--- src/rtl/matmul_pkg.sv ---
// Shared constants, state encoding and packing helpers for the 3x3 matrix multiplier front end.
package matmul_pkg;
    localparam int DATA_W    = 8;
    localparam int RES_W     = 16;
    localparam int N         = 3;
    localparam int NELEM     = N * N;
    localparam int NBEATS    = 2 * NELEM;
    localparam int IDX_W     = 5;
    localparam int A_BASE    = 0;
    localparam int B_BASE    = NELEM;
    localparam int LAST_ELEM = NELEM - 1;
    localparam int LAST_BEAT = NBEATS - 1;

    typedef enum logic [1:0] {LOAD, FIRE, DRAIN} seq_state_t;

    // Bit offset of element e inside a packed row-major operand bus.
    function automatic int elem_lsb(input int e);
        return e * DATA_W;
    endfunction
endpackage

--- src/rtl/matmul_operand_loader.sv ---
// Indexed byte writes into the 18 operand registers (A at beats 0-8, B at beats 9-17).
module matmul_operand_loader
    import matmul_pkg::*;
(
    input  logic                      clk,
    input  logic                      rst_n,
    input  logic                      wr_en,
    input  logic [IDX_W-1:0]          wr_idx,
    input  logic [DATA_W-1:0]         wr_data,
    output logic [NELEM*DATA_W-1:0]   mul_a,
    output logic [NELEM*DATA_W-1:0]   mul_b
);
    genvar gi;
    generate
        for (gi = 0; gi < NBEATS; gi++) begin : g_elem
            logic [DATA_W-1:0] elem_q;
            logic [DATA_W-1:0] elem_d;

            always_comb begin
                elem_d = elem_q;
                if (wr_en && (wr_idx == IDX_W'(gi))) begin
                    elem_d = wr_data;
                end
            end

            always_ff @(posedge clk or negedge rst_n) begin
                if (!rst_n) begin
                    elem_q <= '0;
                end else begin
                    elem_q <= elem_d;
                end
            end

            if (gi < B_BASE) begin : g_a
                assign mul_a[elem_lsb(gi - A_BASE) +: DATA_W] = elem_q;
            end else begin : g_b
                assign mul_b[elem_lsb(gi - B_BASE) +: DATA_W] = elem_q;
            end
        end
    endgenerate
endmodule

--- src/rtl/matmul_sequencer.sv ---
// Load/fire/drain controller for the 3x3 multiplier. Optional job counter port
// is enabled by defining MATMUL_SEQ_PERF_EN.
module matmul_sequencer
    import matmul_pkg::*;
(
    input  logic                      clk,
    input  logic                      rst_n,
    input  logic                      abort,
    input  logic                      in_valid,
    output logic                      in_ready,
    input  logic [DATA_W-1:0]         in_data,
    output logic                      mul_en,
    output logic [NELEM*DATA_W-1:0]   mul_a,
    output logic [NELEM*DATA_W-1:0]   mul_b,
    input  logic [NELEM*RES_W-1:0]    mul_r,
    output logic                      out_valid,
    input  logic                      out_ready,
    output logic [RES_W-1:0]          out_data,
    output logic                      out_last,
    output logic                      busy
`ifdef MATMUL_SEQ_PERF_EN
    ,
    output logic [15:0]               job_count
`endif
);
    seq_state_t       state_q, state_d;
    logic [IDX_W-1:0] idx_q, idx_d;
    logic             in_hs;
    logic             out_hs;
    logic [3:0]       res_sel;
    logic [RES_W-1:0] res_elem [NELEM];

    assign in_ready  = (state_q == LOAD);
    assign mul_en    = (state_q == FIRE);
    assign out_valid = (state_q == DRAIN);
    assign busy      = (state_q != LOAD);
    assign out_last  = out_valid && (idx_q == IDX_W'(LAST_ELEM));
    assign in_hs     = in_valid && in_ready;
    assign out_hs    = out_valid && out_ready;

    always_comb begin
        state_d = state_q;
        idx_d   = idx_q;
        case (state_q)
            LOAD: begin
                if (in_hs) begin
                    if (idx_q == IDX_W'(LAST_BEAT)) begin
                        state_d = FIRE;
                        idx_d   = '0;
                    end else begin
                        idx_d = idx_q + 1'b1;
                    end
                end
            end
            FIRE: begin
                state_d = DRAIN;
                idx_d   = '0;
            end
            DRAIN: begin
                if (out_hs) begin
                    if (idx_q == IDX_W'(LAST_ELEM)) begin
                        state_d = LOAD;
                        idx_d   = '0;
                    end else begin
                        idx_d = idx_q + 1'b1;
                    end
                end
            end
            default: begin
                state_d = LOAD;
                idx_d   = '0;
            end
        endcase
        // abort overrides whatever handshake happened this cycle
        if (abort) begin
            state_d = LOAD;
            idx_d   = '0;
        end
    end

    always_ff @(posedge clk or negedge rst_n) begin
        if (!rst_n) begin
            state_q <= LOAD;
            idx_q   <= '0;
        end else begin
            state_q <= state_d;
            idx_q   <= idx_d;
        end
    end

    matmul_operand_loader u_loader (
        .clk     (clk),
        .rst_n   (rst_n),
        .wr_en   (in_hs && !abort),
        .wr_idx  (idx_q),
        .wr_data (in_data),
        .mul_a   (mul_a),
        .mul_b   (mul_b)
    );

    genvar gi;
    generate
        for (gi = 0; gi < NELEM; gi++) begin : g_res
            assign res_elem[gi] = mul_r[gi*RES_W +: RES_W];
        end
    endgenerate

    // idx runs past 8 while loading B; park the mux on R00 then
    assign res_sel  = (idx_q < IDX_W'(NELEM)) ? idx_q[3:0] : 4'd0;
    assign out_data = res_elem[res_sel];

`ifdef MATMUL_SEQ_PERF_EN
    logic [15:0] job_count_q, job_count_d;

    always_comb begin
        job_count_d = job_count_q;
        if (out_hs && out_last && !abort) begin
            job_count_d = job_count_q + 16'd1;
        end
    end

    always_ff @(posedge clk or negedge rst_n) begin
        if (!rst_n) begin
            job_count_q <= '0;
        end else begin
            job_count_q <= job_count_d;
        end
    end

    assign job_count = job_count_q;
`endif
endmodule

--- config.mk ---
export PLATFORM = sky130hd
export DESIGN_NAME = matmul_sequencer
export DESIGN_NICKNAME = d
export VERILOG_FILES = /design/src/rtl/matmul_pkg.sv /design/src/rtl/matmul_operand_loader.sv /design/src/rtl/matmul_sequencer.sv
export SDC_FILE = /design/constraint.sdc
export NUM_CORES = 1
export LEC_CHECK = 0
export ABC_AREA = 1
export CELL_PAD_IN_SITES_DETAIL_PLACEMENT = 1
export CELL_PAD_IN_SITES_GLOBAL_PLACEMENT = 1
export CORE_ASPECT_RATIO = 1.4
export CORE_UTILIZATION = 28
export CTS_CLUSTER_SIZE = 14
export DETAILED_ROUTE_END_ITERATION = 12
export PLACE_DENSITY = 0.77
export SYNTH_ARGS = -nofsm -noshare
export SYNTH_HDL_FRONTEND = slang
export SYNTH_SLANG_ARGS = --single-unit
--- constraint.sdc ---
create_clock -name clk -period 1.8 [get_ports clk]
set_clock_uncertainty 0.05 [all_clocks]
set_input_delay 0.36 -clock clk [delete_from_list [all_inputs] [get_ports clk]]
set_output_delay 0.36 -clock clk [all_outputs]
set_load 0.02 [all_outputs]
==> results of run 1 <==
## worst reg2reg max path, stage by stage (launching register included)
cell,delay (ns)
dfrtp_2,0.46
buf_6,0.16
buf_6,0.11
ha_4,0.13
inv_4,0.05
nor2_4,0.07
ha_2,0.17
inv_2,0.04
nor2_4,0.20
buf_12,0.19
nand2_4,0.06
o21a_1,0.13
## routing by layer
layer	vias up	share of wire	track usage
met5	-	0	0
met4	0	0.050	0.129
met3	82	0.056	0.0506
met2	307	0.55	0.459
met1	4399	0.35	0.241
li1	4142	-	-
## sequential cells by signal, indices dropped and copies added, names as in the netlist
name and flops:
idx_q 5, state_q 2, u_loader.g_elem.elem_q 144
## logic make-up (layout without fill, tap and decap cells)
| logic type | Yosys count | in the layout | share of synthesized area |
|---|---|---|---|
| flops | 151 | 151 | 0.466 |
| compound gates | 154 | 154 | 0.121 |
| fa+ha+maj | 5 | 5 | 0.00771 |
| simple gates | 511 | 516 | 0.299 |
| other cells | 0 | 1 | 0 |
| buf+inv | 191 | 626 | 0.107 |
## metrics by stage
stage	hold WS [ns]	instances	setup WS (ns)
after floorplan	0.0144	1012	-0.00638
after global placement	0.220	1729	-0.767
after detailed placement	0.218	1729	-0.750
after CTS	0.340	1797	-0.658
after global routing	0.358	1828	-0.702
final	0.346	1828	-0.627
## layout by cell type, fill, tap and decap left out, types with 6 or more instances in the layout
master / synthesis / routed
a21oi_1: 17 / 13
buf_12: 1 / 41
buf_4: 4 / 63
buf_6: 11 / 42
clkbuf_16: 0 / 27
clkdlybuf4s50_1: 0 / 155
dfrtp_1: 151 / 149
dlygate4sd2_1: 0 / 140
inv_1: 119 / 111
inv_6: 0 / 6
inv_8: 0 / 7
nand2_1: 249 / 151
nand2_2: 5 / 71
nand2_4: 5 / 34
nand2_8: 0 / 6
nand3_1: 86 / 48
nand3_2: 1 / 31
nand3_4: 1 / 11
nand4_1: 48 / 48
nand4_4: 6 / 9
nor2_1: 93 / 74
nor2_2: 3 / 12
nor2_4: 4 / 14
o21a_1: 9 / 9
o21ai_0: 40 / 28
o21ai_1: 37 / 31
o21ai_2: 48 / 65
## path summary, 6_finish.rpt
kind,start,slack [ns],endpoint
max,idx_q[3]$_DFFE_PN0P_,-0.63,out_data[7]
min,rst_n,0.35,u_loader.g_elem[15].elem_q[2]$_DFFE_PN0P_
max reg2reg,idx_q[1]$_DFFE_PN0P_,-0.13,u_loader.g_elem[15].elem_q[5]$_DFFE_PN0P_
min reg2reg,u_loader.g_elem[2].elem_q[6]$_DFFE_PN0P_,0.43,u_loader.g_elem[2].elem_q[6]$_DFFE_PN0P_
max in group asynchronous,rst_n,0.76,u_loader.g_elem[7].elem_q[6]$_DFFE_PN0P_
min in group clk,u_loader.g_elem[2].elem_q[6]$_DFFE_PN0P_,0.43,u_loader.g_elem[2].elem_q[6]$_DFFE_PN0P_
## synth_stat cells, drive strengths merged
master,number
nor3,7
o22ai,1
nand4,57
inv,127
nand3,88
o21ai,125
nand2,259
a21oi,17
a31oi,1
buf,42
a21o,1
o21a,9
dfrtp,151
clkbuf,22
ha,5
nor2,100
## timing repair
action                                  CTS  global route
gates resized for setup                 366           217
pin swaps                                36            41
buffers inserted                         27            20
hold buffers                              1             0
hold endpoints to repair                 25             0
gates cloned                             10            13
endpoints found under the setup margin  251           130
## final cells by class
class,count,area (µm²)
Tap cell,375,469
Timing Repair inverter,1,16.3
Inverter,127,534
Clock inverter,13,159
Clock buffer,19,453
Timing Repair Buffer,466,5070
Multi-Input combinational cell,675,4540
Sequential cell,151,3780
Fill cell,3201,13400
Antenna cell,1,2.50
## power breakdown
| group | switching, mW | internal [mW] | total (mW) |
|---|---|---|---|
| Sequential | 0.188 | 3.64 | 3.83 |
| Clock | 1.56 | 2.17 | 3.73 |
| Combinational | 1.62 | 1.34 | 2.97 |
| Total | 3.37 | 7.15 | 10.5 |
==> results.json, run 1 <==
{
  "status": "complete, but fails checks",
  "violations": "negative setup slack",
  "dpl-instance-area_um2": 12500,
  "core_um2": 28400,
  "crit_top_cell": "nand3_2",
  "die_h_um": 203,
  "synthTopCellsByArea": "dfrtp_1, nand2_1, inv_1, nand3_1, o21ai_2",
  "grt_max_degree": 49,
  "power_mw": 10.5,
  "critPathCaptureType": "output pin",
  "crit_buf_inv": 5,
  "period_needed_ns": 2.43,
  "cts_root_buf": "clkbuf_16",
  "hold_violations": 0,
  "io_buffers": 321,
  "drtAntennaViolNets": 0,
  "synth_seq_cells": 151,
  "worstSkewPairLatency_ns": 0.42,
  "grt.total_usage": 0.240,
  "syn-num-nets": 1174,
  "tightest_slew_ns": 0.344,
  "routabilityCongestion": 0.892,
  "drt_iter0_markers": 270,
  "setup_viol": 68,
  "wl_per_cell_um": 21.1,
  "dieArea_um2": 29700,
  "grt_pass1_vias": 9365,
  "cp.depth": 11,
  "holdCritPathClass": "in2async",
  "synth.distinct_cells": 33,
  "area_growth_pct": 85.3,
  "core.rowCount": 73,
  "ioPinCount": 322,
  "netlist_instances": 1012,
  "final_area_um2": 15000,
  "syn_area_um2": 8110,
  "critPathSlowestCell": "dfrtp_1",
  "max-vdd-ir-drop_uv": 777,
  "yosys_warnings": 0,
  "max_freq_ghz": 0.412,
  "clk_pin_slew_ns": 0.06,
  "setup_tns_ns": -11.68,
  "timing.final.ws_setup_ns": -0.627,
  "power_density_nw_per_um2": 700,
  "crit_fanout": 6,
  "htreeDepth": 4,
  "clockBufferDepth": 2,
  "max-cap-violations": 0,
  "final.period_utilization": 1.35,
  "start_util": 0.286,
  "dpl.hpwl_um": 24800,
  "cts_inserted_buffers": 17,
  "gr-total-overflow": 0,
  "synth_area_leader_cell": "dfrtp_1",
  "vias_per_cell": 4.89,
  "cts_tree": "yes",
  "dr_total_vias": 8930,
  "yosysTopAreaCellShare": 0.466,
  "synth_area_per_cell_um2": 8.02,
  "firstDrtPassIters": 4,
  "antenna_found_initial": 1,
  "path_class": "reg2out",
  "drc": 0,
  "crit_family": "buffers and inverters",
  "start_kind": "flip-flop",
  "drive_gt1_frac": 0.335,
  "cts_sinks": 151,
  "rsz0062_at_grt": "yes",
  "ys_seq_area_frac": 0.466,
  "p_leak_nw": 7.61,
  "slew_violations": 0,
  "arrival_ns": 2.02,
  "grt_pass1_wl_um": 54200,
  "totalWireLength_um": 38600,
  "slowest_delay_ns": 0.41,
  "die_x_um": 146,
  "cp.required_ns": 1.39,
  "slew_headroom": 0.771,
  "r2r_cells": 11,
  "fin_util": 0.529,
  "path_cells": "inv_4, buf_12, nand3_4, buf_12, buf_6, nand2_2, nand3_2, nand3_2, nand3_2, nand2_2, buf_6",
  "nNetsFinal": 1601
}
No activity file was read; power rests on OpenSTA's default activity.
==> run 2, diff against run 1 <==
--- a/config.mk
+++ b/config.mk
@@ -6,6 +6,7 @@
 export NUM_CORES = 1
 export LEC_CHECK = 0
 export ABC_AREA = 1
+export ABC_CLOCK_PERIOD_IN_PS = 1800
 export CELL_PAD_IN_SITES_DETAIL_PLACEMENT = 1
 export CELL_PAD_IN_SITES_GLOBAL_PLACEMENT = 1
 export CORE_ASPECT_RATIO = 1.4
==> results of run 2 <==
No change in the layout: final DEF, timing and power equal those of run 1.
==> run 3, diff against run 2 <==
--- a/config.mk
+++ b/config.mk
@@ -7,6 +7,7 @@
 export LEC_CHECK = 0
 export ABC_AREA = 1
 export ABC_CLOCK_PERIOD_IN_PS = 1800
+export CAP_MARGIN = 20
 export CELL_PAD_IN_SITES_DETAIL_PLACEMENT = 1
 export CELL_PAD_IN_SITES_GLOBAL_PLACEMENT = 1
 export CORE_ASPECT_RATIO = 1.4
==> results of run 3 <==
No change in the layout: final DEF, timing and power equal those of run 1.
==> patch 1, RTL diff (settings of run 2) <==
Change the package constant `N` from 3 to 2.
--- a/src/rtl/matmul_pkg.sv
+++ b/src/rtl/matmul_pkg.sv
@@ -4,3 +4,3 @@
     localparam int RES_W     = 16;
-    localparam int N         = 3;
+    localparam int N         = 2;
     localparam int NELEM     = N * N;
Ports: changed (resized mul_a, mul_b and mul_r); port bits go from 322 to 162. No check against the original RTL was run, so the function may have changed too.
==> patch 1 against run 2 <==
The run ends with negative hold slack, negative setup slack left; worst setup slack improved by 0.31 ns; sequential cell count decreased by 80; synthesized cell count decreased by 52%; routed wire length decreased by 62%; area after synthesis decreased by 53%; cell area decreased by 56%; total power decreased by 21%; utilization decreased by 3.2 points; largest cell class unchanged.
==> patch 1: results (changes against run 2) <==
Run status: finished, violations left (unchanged). Violated checks: negative hold slack, negative setup slack (was negative setup slack). The setup slack after layout came out at -0.3180 ns (was -0.6273 ns). The leakage power total was 3.291 nW (was 7.611 nW). The number of distinct library cells after synthesis came out at 23 (was 33). The number of inserted filler cells in the final layout came out at 1594 (was 3201).

Most used standard cells in the synthesized netlist: 165 x nand2_1, 95 x inv_1, 71 x dfrtp_1 (was 249 x nand2_1, 151 x dfrtp_1, 119 x inv_1). The number of antenna violations at the first check in global routing came out at 0 (was 1). The number of buffer cells added on primary ports came out at 161 (was 321). The net switching component of the power came out at 3.093 mW (was 3.374 mW). The kind of cell adding the most delay to the critical path is simple AND/OR/NAND/NOR gates (was buffers and inverters).

The final HPWL from detailed placement is 10270 um (was 24820 um). The overall routing resource usage is 20.36% (was 24.04%). The number of DRC violations after detailed-routing iteration 0 is 95 (was 270). The global placement routability congestion was 0.8256 (was 0.8919).

The deepest level of the CTS H-tree is 3 (was 4). The number of vias in the routed layout is 3991 (was 8930). The number of nets in the final layout came out at 768 (was 1601). The quantity of gates resized following cts came to 140 (was 366).

The setup-violating endpoint count in the final report came out at 17 (was 68). The max-slew headroom at the worst pin came out at 71.57% (was 77.15%). The largest voltage drop on the vdd net is 918.4 uV (was 776.5 uV). The antenna cell count is 0 (was 1). The arrival time of data at the critical path endpoint is 1.71 ns (was 2.02 ns).

The power drawn by the sequential cells is 2.42 mW (was 3.83 mW). The insertion delay of the later-clocked pin in the worst-skew pair came out at 0.33 ns (was 0.42 ns). The clock group total power came to 1.93 mW (was 3.73 mW). The area growth from synthesis to final layout is 73.49% (was 85.25%). The global-route wire length before repair came to 22200 um (was 54210 um). The minimum setup slack after placement came out at -0.4563 ns (was -0.7498 ns).

The maximum number of pins on one net before global-route repair is 72 (was 49). The post-placement cell area came out at 0.005794 mm2 (was 0.01249 mm2). The post-synthesis net count is 568 (was 1174).

The number of hold-slack violations in the final timing report is 4 (was 0). Largest regs: u_loader.g_elem.elem_q: 64 flops, idx_q: 5 flops, state_q: 2 flops (was u_loader.g_elem.elem_q: 144 flops, idx_q: 5 flops, state_q: 2 flops). The post-CTS repair timing setup buffer count was 4 (was 27). The final worst hold slack came out at -0.003226 ns (was 0.3460 ns).
-- patch 1: changes by cell type after synthesis, moves of 24 or more --
cell     change
dfrtp_1     -80
inv_1       -24
nand2_1     -84
nand3_1     -44
nand4_1     -47
nor2_1      -84
o21ai_0     -33
o21ai_2     -32
-- patch 1: cell type report --
| cell class | count | share of cell area [%] |
|---|---|---|
| clock buffer | 11 | 3.664 |
| clock inverter | 5 | 1.228 |
| inverter | 96 | 5.477 |
| multi-input combinational | 304 | 27.25 |
| sequential | 71 | 26.84 |
| tap | 182 | 3.437 |
| timing repair buffer | 205 | 32.11 |
-- patch 1: metrics by stage --
stage | TNS (ns) | cells
after CTS | -5.101 | 867
after floorplan | 0 | 487
after global placement | -11.32 | 843
after detailed placement | -16.39 | 843
after global routing | -6.369 | 874
final | -4.908 | 874
-- patch 1: logic make-up after synthesis --
family          share of synthesized area (%)
simple gates                            29.16
buf+inv                                 12.81
flops                                   46.53
compound gates                          9.961
fa+ha+maj                               1.311
xor+xnor                               0.2294
-- patch 1: path summary, 6_finish.rpt --
| check | from | to | cells past startpoint |
|---|---|---|---|
| worst min-delay path | rst_n | u_loader.g_elem[0].elem_q[5] | 2 |
| worst min register to register | u_loader.g_elem[3].elem_q[3] | u_loader.g_elem[3].elem_q[3] | 2 |
| max in group asynchronous | rst_n | state_q[0] | 2 |
| min in group clk | u_loader.g_elem[3].elem_q[3] | u_loader.g_elem[3].elem_q[3] | 2 |
| worst max register to register | idx_q[0] | u_loader.g_elem[7].elem_q[0] | 12 |
| worst max-delay path | idx_q[3] | out_data[3] | 9 |
-- patch 1: routing by layer --
layer  GRT usage (%)  vias to the layer above  wire length (um)
li1                -                     1885                 -
met1           19.96                     1936              5273
met2           39.19                      148              7759
met3           7.735                       22              1322
met4           5.034                        0               288
met5               0                        -                 0
==> patch 2, RTL diff (flow settings as in run 2) <==
Without the edit above. Re-encode `seq_state_t` (3 states) as one-hot, 3 bits wide.
--- a/src/rtl/matmul_pkg.sv
+++ b/src/rtl/matmul_pkg.sv
@@ -13,3 +13,3 @@
 
-    typedef enum logic [1:0] {LOAD, FIRE, DRAIN} seq_state_t;
+    typedef enum logic [2:0] {LOAD = 3'b001, FIRE = 3'b010, DRAIN = 3'b100} seq_state_t;
 
Function: no difference found for any inputs over 4 cycles, from zero or initial values and one cycle with rst_n low; so few cycles prove little.
==> patch 2 against run 2 <==
The run still ends with negative setup slack left; non-clock buffer count down 34; worst setup slack improved by 0.056 ns; area after synthesis down 4.0%; global-route usage increased by 1.4 points; cell area fell by 4.7%; routed wire length decreased by 6.2%; sequential cell count increased by 1.
Power is not compared: it rests on default switching activity, and its combinational part moved more than twofold at a synthesized area within 25%.
==> patch 2: results (changes against run 2) <==
Run status: finished, violations left (unchanged). Violated checks: negative setup slack (unchanged). The final HPWL from detailed placement is 23980 um (was 24820 um).

The number of DRC violations after detailed-routing iteration 0 came to 314 (was 270). The number of instances in the placed design is 1711 (was 1729). The final-layout setup total negative slack is -9.918 ns (was -11.68 ns).

The cell count after synthesis is 1023 (was 1012). The peak fanout along the critical path came out at 9 (was 6). The global placement routability congestion is 0.8740 (was 0.8919). The number of global-route vias before repair came to 9516 (was 9365).

The overall routing resource usage is 25.41% (was 24.04%). The leakage power total came out at 7.467 nW. The number of nets in the final layout came out at 1581 (was 1601).

The post-synthesis net count came to 1185 (was 1174). The arrival time of data at the critical path endpoint came out at 1.96 ns (was 2.02 ns). The maximum number of pins on one net before global-route repair is 41 (was 49). The cell with the largest stage delay on the worst path was dfrtp_1 (unchanged). The setup slack after layout came out at -0.5715 ns (was -0.6273 ns). The number of antenna violations at the first check in global routing was 0 (was 1).

The synthesis warning total came to 0 (unchanged). The number of distinct library cells after synthesis is 30 (was 33). The buffer type at the clock tree root was clkbuf_16 (unchanged). The setup-violating endpoint count in the final report came to 46 (was 68). Most used standard cells in the synthesized netlist: 269 x nand2_1, 151 x dfrtp_1, 125 x inv_1 (was 249 x nand2_1, 151 x dfrtp_1, 119 x inv_1). The share of flip-flops with an asynchronous set or reset after synthesis came out at 100.0% (unchanged). The average detailed-routed wire length per instance came to 20.12 um (was 21.09 um). The final cell count without fillers is 1797 (was 1828). The insertion delay of the later-clocked pin in the worst-skew pair was 0.42 ns (about the same). The post-placement cell area is 0.01197 mm2 (was 0.01249 mm2).

The antenna cell count came out at 0 (was 1). The minimum setup slack after placement came to -0.7593 ns (was -0.7498 ns). The max-slew headroom at the worst pin came out at 33.42% (was 77.15%). The global-route wire length before repair came out at 54250 um (was 54210 um). The number of vias in the routed layout came out at 8782 (was 8930).

Cell types with the largest area share after synthesis: dfrtp_1 49%, nand2_1 13%, inv_1 6.0% (was dfrtp_1 47%, nand2_1 12%, inv_1 5.5%). The number of buffers on the longest clock path came out at 2 (unchanged). The proportion of synthesized chip area in sequential cells was 48.85% (was 46.58%). The fraction of layout instances using a drive strength above 1 was 27.51% (was 33.47%).

Largest regs: u_loader.g_elem.elem_q: 144 flops, idx_q: 5 flops, state_q: 3 flops (was u_loader.g_elem.elem_q: 144 flops, idx_q: 5 flops, state_q: 2 flops). The largest voltage drop on the vdd net is 676.8 uV.
[patch 2: kinds of logic (layout without fill, tap and decap cells)]
family | count (synthesis) | count (layout) | synth area share [%]
compound gates | 153 | 153 | 10.22
xor+xnor | 1 | 1 | 0.1125
fa+ha+maj | 5 | 5 | 0.8032
buf+inv | 193 | 595 | 10.07
flops | 152 | 152 | 48.85
simple gates | 519 | 526 | 29.94
[patch 2: final cells by class]
type / instances / area (um2)
Clock buffer: 19 / 452.9
Inverter: 130 / 515.5
Clock inverter: 13 / 167.7
Fill cell: 3109 / 12770
Timing Repair inverter: 1 / 6.256
Tap cell: 365 / 456.7
Multi-Input combinational cell: 685 / 4267
Timing Repair Buffer: 432 / 4649
Sequential cell: 152 / 3806
[patch 2: timing repair]
item,CTS,global route
buffers inserted,30,13
endpoints found under the setup margin,243,178
resized for setup,440,130
cloned,14,5
hold buffers,1,0
hold endpoints to repair,33,0
pin swaps,51,39
[patch 2: where the power goes]
group          total [mW]  internal, mW  leakage (nW)  switching, mW
combinational        8.15          3.75          5.09           4.40
clock                3.77          2.27         0.294           1.50
sequential           4.08          3.80          2.09          0.279
total                16.0          9.82          7.47           6.18
[patch 2: worst reg2reg max path: stages, from the launching register on]
cell and delay (ns):
dfstp_2 0.57, nand3_4 0.11, nor2_4 0.15, nand2_4 0.14, nor2_4 0.22, buf_4 0.21
nand2_8 0.12, nand2_4 0.11, o21ai_2 0.05
[patch 2: per-layer routing]
metal	track usage, %	wire [um]
met5	0	0
met4	11.03	1447
met3	5.032	1909
met2	49.83	20120
met1	25.41	12690
[patch 2: worst paths after layout]
| check | start | to | slack [ns] | cells after the start |
|---|---|---|---|---|
| worst max-delay path | idx_q[3] | out_data[3] | -0.57 | 10 |
| worst min-delay path | rst_n | u_loader.g_elem[2].elem_q[4] | 0.36 | 2 |
| worst max register to register | state_q[0] | u_loader.g_elem[14].elem_q[3] | -0.07 | 8 |
| worst min register to register | u_loader.g_elem[17].elem_q[0] | u_loader.g_elem[17].elem_q[0] | 0.43 | 2 |
| max in group asynchronous | rst_n | state_q[0] | 0.71 | 3 |
| min in group clk | u_loader.g_elem[17].elem_q[0] | u_loader.g_elem[17].elem_q[0] | 0.43 | 2 |
